[config.mk]
export PLATFORM = sky130hd
export DESIGN_NAME = dcache_responder
export DESIGN_NICKNAME = d
export VERILOG_FILES = /design/src/rtl/dcache_responder.sv
export SDC_FILE = /design/constraint.sdc
export NUM_CORES = 1
export LEC_CHECK = 0
export ABC_AREA = 1
export CORE_ASPECT_RATIO = 0.75
export CORE_MARGIN = 2
export CORE_UTILIZATION = 30
export CTS_CLUSTER_DIAMETER = 80
export DETAILED_ROUTE_END_ITERATION = 12
export HOLD_SLACK_MARGIN = 0.08
export SYNTH_ARGS = -nofsm -noshare
export SYNTH_HDL_FRONTEND = slang
export SYNTH_SLANG_ARGS = --single-unit
[constraint.sdc]
create_clock -name clk -period 5.7 [get_ports clk]
set_clock_uncertainty 0.15 [all_clocks]
set_input_delay 0.57 -clock clk [delete_from_list [all_inputs] [get_ports clk]]
set_output_delay 0.57 -clock clk [all_outputs]
set_load 0.01 [all_outputs]
[src/rtl/dcache_responder.sv]
// dcache_responder: direct-mapped, write-back, single-word-line data cache for the memory stage (DCACHE_STATS_EN adds hit/miss counters).
// Latency: hits are zero-wait; a miss stalls for writeback ack latency (dirty victim only) + fill ack latency + 1 cycle.
// Backpressure: stall freezes the pipeline until the miss completes; the backing memory paces each transfer with mem_ack.
module dcache_responder #(
   parameter int INDEX_BITS = 4
) (
   input  logic        clk,
   input  logic        rst,
   input  logic [15:0] addr,
   input  logic [15:0] writeData,
   input  logic        memRead,
   input  logic        memWrite,
   input  logic        halt,
   output logic [15:0] readData,
   output logic        stall,
   output logic        err,
`ifdef DCACHE_STATS_EN
   output logic [15:0] hit_count,
   output logic [15:0] miss_count,
`endif
   output logic [15:0] mem_addr,
   output logic [15:0] mem_wdata,
   output logic        mem_rd,
   output logic        mem_wr,
   input  logic [15:0] mem_rdata,
   input  logic        mem_ack
);
   localparam int LINES    = 1 << INDEX_BITS;
   localparam int TAG_BITS = 15 - INDEX_BITS;

   typedef enum logic [1:0] {IDLE, WRITEBACK, ALLOCATE, RESPOND} state_t;
   state_t state, nextState;

   logic [LINES-1:0]    valid, dirty;
   logic [TAG_BITS-1:0] tagArr  [LINES];
   logic [15:0]         dataArr [LINES];

   logic [INDEX_BITS-1:0] idx;
   logic [TAG_BITS-1:0]   addrTag, lineTag;
   logic [15:0]           lineData;
   logic                  req, legal, hit, idleHit, idleMiss;

   assign idx      = addr[INDEX_BITS:1];
   assign addrTag  = addr[15:INDEX_BITS+1];
   assign lineTag  = tagArr[idx];
   assign lineData = dataArr[idx];
   assign req      = (memRead ^ memWrite) & ~halt;
   assign legal    = req & ~addr[0];
   assign hit      = valid[idx] & (lineTag == addrTag);
   assign idleHit  = (state == IDLE) & legal & hit;
   assign idleMiss = (state == IDLE) & legal & ~hit;

   always_comb begin
      nextState = state;
      stall     = 1'b0;
      readData  = '0;
      err       = 1'b0;
      mem_rd    = 1'b0;
      mem_wr    = 1'b0;
      mem_addr  = '0;
      mem_wdata = '0;
      case (state)
         IDLE: begin
            if ((memRead & memWrite & ~halt) | (req & addr[0])) err = 1'b1;
            if (idleHit & memRead) readData = lineData;
            if (idleMiss) begin
               stall     = 1'b1;
               nextState = (valid[idx] & dirty[idx]) ? WRITEBACK : ALLOCATE;
            end
         end
         WRITEBACK: begin
            stall     = 1'b1;
            mem_wr    = 1'b1;
            mem_addr  = {lineTag, idx, 1'b0};
            mem_wdata = lineData;
            if (mem_ack) nextState = ALLOCATE;
         end
         ALLOCATE: begin
            stall    = 1'b1;
            mem_rd   = 1'b1;
            mem_addr = {addr[15:1], 1'b0};
            if (mem_ack) nextState = RESPOND;
         end
         RESPOND: begin
            if (memRead) readData = lineData;
            nextState = IDLE;
         end
         default: nextState = IDLE;
      endcase
      // An ack with no transfer outstanding means the backing side is confused.
      if (mem_ack && (state == IDLE || state == RESPOND)) err = 1'b1;
      if (!rst) begin
         stall     = 1'b0;
         readData  = '0;
         err       = 1'b0;
         mem_rd    = 1'b0;
         mem_wr    = 1'b0;
         mem_addr  = '0;
         mem_wdata = '0;
      end
   end

   always_ff @(posedge clk or negedge rst) begin
      if (!rst) begin
         state <= IDLE;
         valid <= '0;
         dirty <= '0;
      end else begin
         state <= nextState;
         case (state)
            IDLE:      if (idleHit & memWrite) dirty[idx] <= 1'b1;
            WRITEBACK: if (mem_ack) dirty[idx] <= 1'b0;
            ALLOCATE:  if (mem_ack) begin
                          valid[idx] <= 1'b1;
                          dirty[idx] <= 1'b0;
                       end
            RESPOND:   if (memWrite) dirty[idx] <= 1'b1;
            default:   ;
         endcase
      end
   end

   // Tag/data arrays carry no reset; the valid bits alone qualify them.
   always_ff @(posedge clk) begin
      if ((idleHit | (state == RESPOND)) & memWrite) begin
         dataArr[idx] <= writeData;
      end else if ((state == ALLOCATE) & mem_ack) begin
         dataArr[idx] <= mem_rdata;
         tagArr[idx]  <= addrTag;
      end
   end

`ifdef DCACHE_STATS_EN
   always_ff @(posedge clk or negedge rst) begin
      if (!rst) begin
         hit_count  <= '0;
         miss_count <= '0;
      end else begin
         if (idleHit && hit_count != 16'hFFFF) hit_count <= hit_count + 16'd1;
         if (idleMiss && miss_count != 16'hFFFF) miss_count <= miss_count + 16'd1;
      end
   end
`endif

endmodule

==> flow_summary_export.csv <==
group,metric,value,unit
outcome,status,"finished, final reports clean",
setup_path,reg2reg_depth,7,
grt,antenna_found_initial,1,
layout,diodes,0,
clocking,clock-sinks,466,
setup_path,cp.depth,15,
synthesis,ys_warn_count,0,
grt,grt_max_degree,92,
setup_path,worstSetupStartpoint,"addr[3]",
grt,grt-ovfl-total,0,
setup_path,end_kind,"primary output",
synthesis,ys.flop_type,"edfxtp_1",
clocking,ctsHoldBuffers,1,
power,leakagePower,0.00898,µW
synthesis,syn_inst,1772,
setup_path,cp_top_family,"simple AND/OR/NAND/NOR gates",
synthesis,seq_area_frac_synth,0.700,
floorplan,rows,81,
floorplan,core,0.0652,mm²
clocking,ctsResizeCount,0,
setup_path,crit_path_frequent_cell,"nand2_1",
timing,slew_viol_final,0,
synthesis,syn_nets,1832,
route,dr.first_iter.drc_count,1294,
setup_path,cp_cell_sequence,"clkdlybuf4s50_1 -> nor2_4 -> nand2_1 -> nand2_1 -> inv_1 -> nand3_1 -> nand2_1 -> nor2_1 -> nand3_1 -> nor2_2 -> nand2_1 -> a21boi_1 -> inv_2 -> nor2_1 -> clkdlybuf4s50_1",
layout,layout_commonest_cell,"nand2_1",
synthesis,ys_async_sr_fraction,0.0730,
setup_path,cp.required,4980,ps
timing,maxClockFrequency,197,MHz
setup_path,worstReg2RegStart,"state[0]",
floorplan,pin_count,106,
setup_path,slowest_stage,"nor2_4",
layout,layout_common_cells,"nand2_1, edfxtp_1, a22oi_1",
clocking,cts_setup_buffers,0,
clocking,cts_max_level,2,
clocking,cts-root-buf,"clkbuf_16",
synthesis,syn_area_per_cell,11.2,µm²
placed_design,dp_hpwl,33.2,mm
synthesis,synth_edf_count,432,
route,routedWlPerCell,19.6,µm
timing,period_minus_slack,5090,ps
worst_hold_path,hold_path_class,"reg2reg",
grt,grt_pass1_vias,12800,
clocking,clk_pin_slew,60,ps
route,wl,54.9,mm
layout,area_growth,19.2,%
setup_path,cp_max_fo,22,
timing,fin_tns_setup,0,ps
layout,nets,1944,
run,maxCapViolCount,0,
timing,hold_viol,0,
grt,grt_pass1_wl,81.4,mm
setup_path,start_kind,"primary input",
layout,fillers,6281,
floorplan,die_y,226,µm
timing,fin_crit_sh,0.892,
placed_design,place_congestion,0.882,
floorplan,die-area,0.0680,mm²
timing,relSlewSlack,0.0932,
layout,seq_area,0.0138,mm²
clocking,cts_tree,"built",
synthesis,synth.cell_area,0.0198,mm²
setup_path,crit_type,"in2out",
placed_design,port_buffers,104,
setup_path,rrSetupSlack,1820,ps
grt,track_usage,0.160,
setup_path,crit_buf_inv,4,
route,via_per_inst,4.84,
clocking,clock_latency,610,ps
floorplan,die_x,300,µm
layout,multi_input_area,0.00520,mm²
setup_path,crit_path_max_incr_delay,660,ps
power,powerDensity,367,mW/mm²
power,vdd_drop_max,225,µV
route,ant_nets,0,
timing,worst_pin_slew,1350,ps
route,route.vias.total,13500,
clocking,clockBufferDepth,3,
synthesis,synthDistinctLibCells,32,
clocking,cts_buffers,49,
setup_path,arrival,4370,ps
timing,rsz0062_at_grt,"false",
timing,setup_violations,0,
route,first_pass_iters,6,
layout,drive_above_1_share,0.0878,
synthesis,synth_seq_cells,466,
timing,worst_hold_slack,302,ps
floorplan,start_util,0.303,
setup_path,timing.rr.end,"tagArr[15][9]",
route,drc,0,
setup_path,cp-endpoint,"readData[12]",
metrics by stage:
step | area (µm²) | total power (µW) | util | setup slack (ps) | cells
floorplan | 19800 | 4950 | - | 2250 | 1772
CTS | 23600 | 8710 | 0.362 | 617 | 2795
global placement | 21900 | 5450 | 0.336 | 750 | 2703
detailed placement | 21900 | 5490 | 0.336 | 635 | 2703
finish | 23600 | 8660 | 0.362 | 615 | 2795
global route | 23600 | 9000 | 0.362 | 380 | 2795
sequential cells by signal, summed over array words and instances, names as in the netlist, named ones only:
signal	flops
tagArr	176
valid	16
state	2
dataArr	256
layer usage:
layer | GRT usage | part of all wire | wire length (µm)
met5 | 0 | 0.00024 | 13
met4 | 0.0471 | 0.022 | 1230
met3 | 0.0293 | 0.079 | 4310
met2 | 0.239 | 0.44 | 24100
met1 | 0.235 | 0.46 | 25200
worst min path at each step:
stage,start,end,cells after the start
CTS,valid[0],valid[0],2
detailed placement,valid[2],valid[2],2
global route,valid[3],valid[3],2
finish,valid[0],valid[0],2
global placement,valid[11],valid[11],2
floorplan,rst,asynchronous set/reset pin,0
power by group:
| group | internal, µW | switching, µW |
|---|---|---|
| clock | 1870 | 1360 |
| combinational | 386 | 951 |
| sequential | 4020 | 65.5 |
final cells by class:
class	count	area share
repair buffers	156	0.0624
flip-flops and latches	466	0.587
inverters	90	0.0143
multi-input cells	1121	0.221
clock inverters	34	0.0162
well taps	871	0.0463
clock buffers	57	0.0533
cell families (layout without fill, tap and decap cells):
group	after synthesis	after routing	synth area share
buffers and inverters	185	337	0.0431
AO/OA/AOI/OAI	195	195	0.0696
other	1	1	0.000190
adder cells (fa/ha/maj)	6	6	0.00380
AND/OR/NAND/NOR	919	919	0.184
flip-flops	466	466	0.700
worst reg2reg max path: stages (launching register included):
cell     delay (ps)
dfrtp_1         440
inv_1           110
ha_1            690
nand2_1         190
inv_1           440
nand3_2         170
buf_12          230
nor3_2         1060
cell usage after synthesis, types with 19 or more instances:
cell type	count	area share
nand2_1	729	0.14
edfxtp_1	432	0.66
a22oi_1	139	0.053
nor2_1	98	0.019
inv_1	82	0.016
clkbuf_1	38	0.0072
nand4_1	35	0.011
dfrtp_1	34	0.043
nand3_1	27	0.0068
buf_2	21	0.0053
o21ai_0	21	0.0053
nor3_1	20	0.0051
buf_4	19	0.0072
Power figures use the tool's default switching activity.
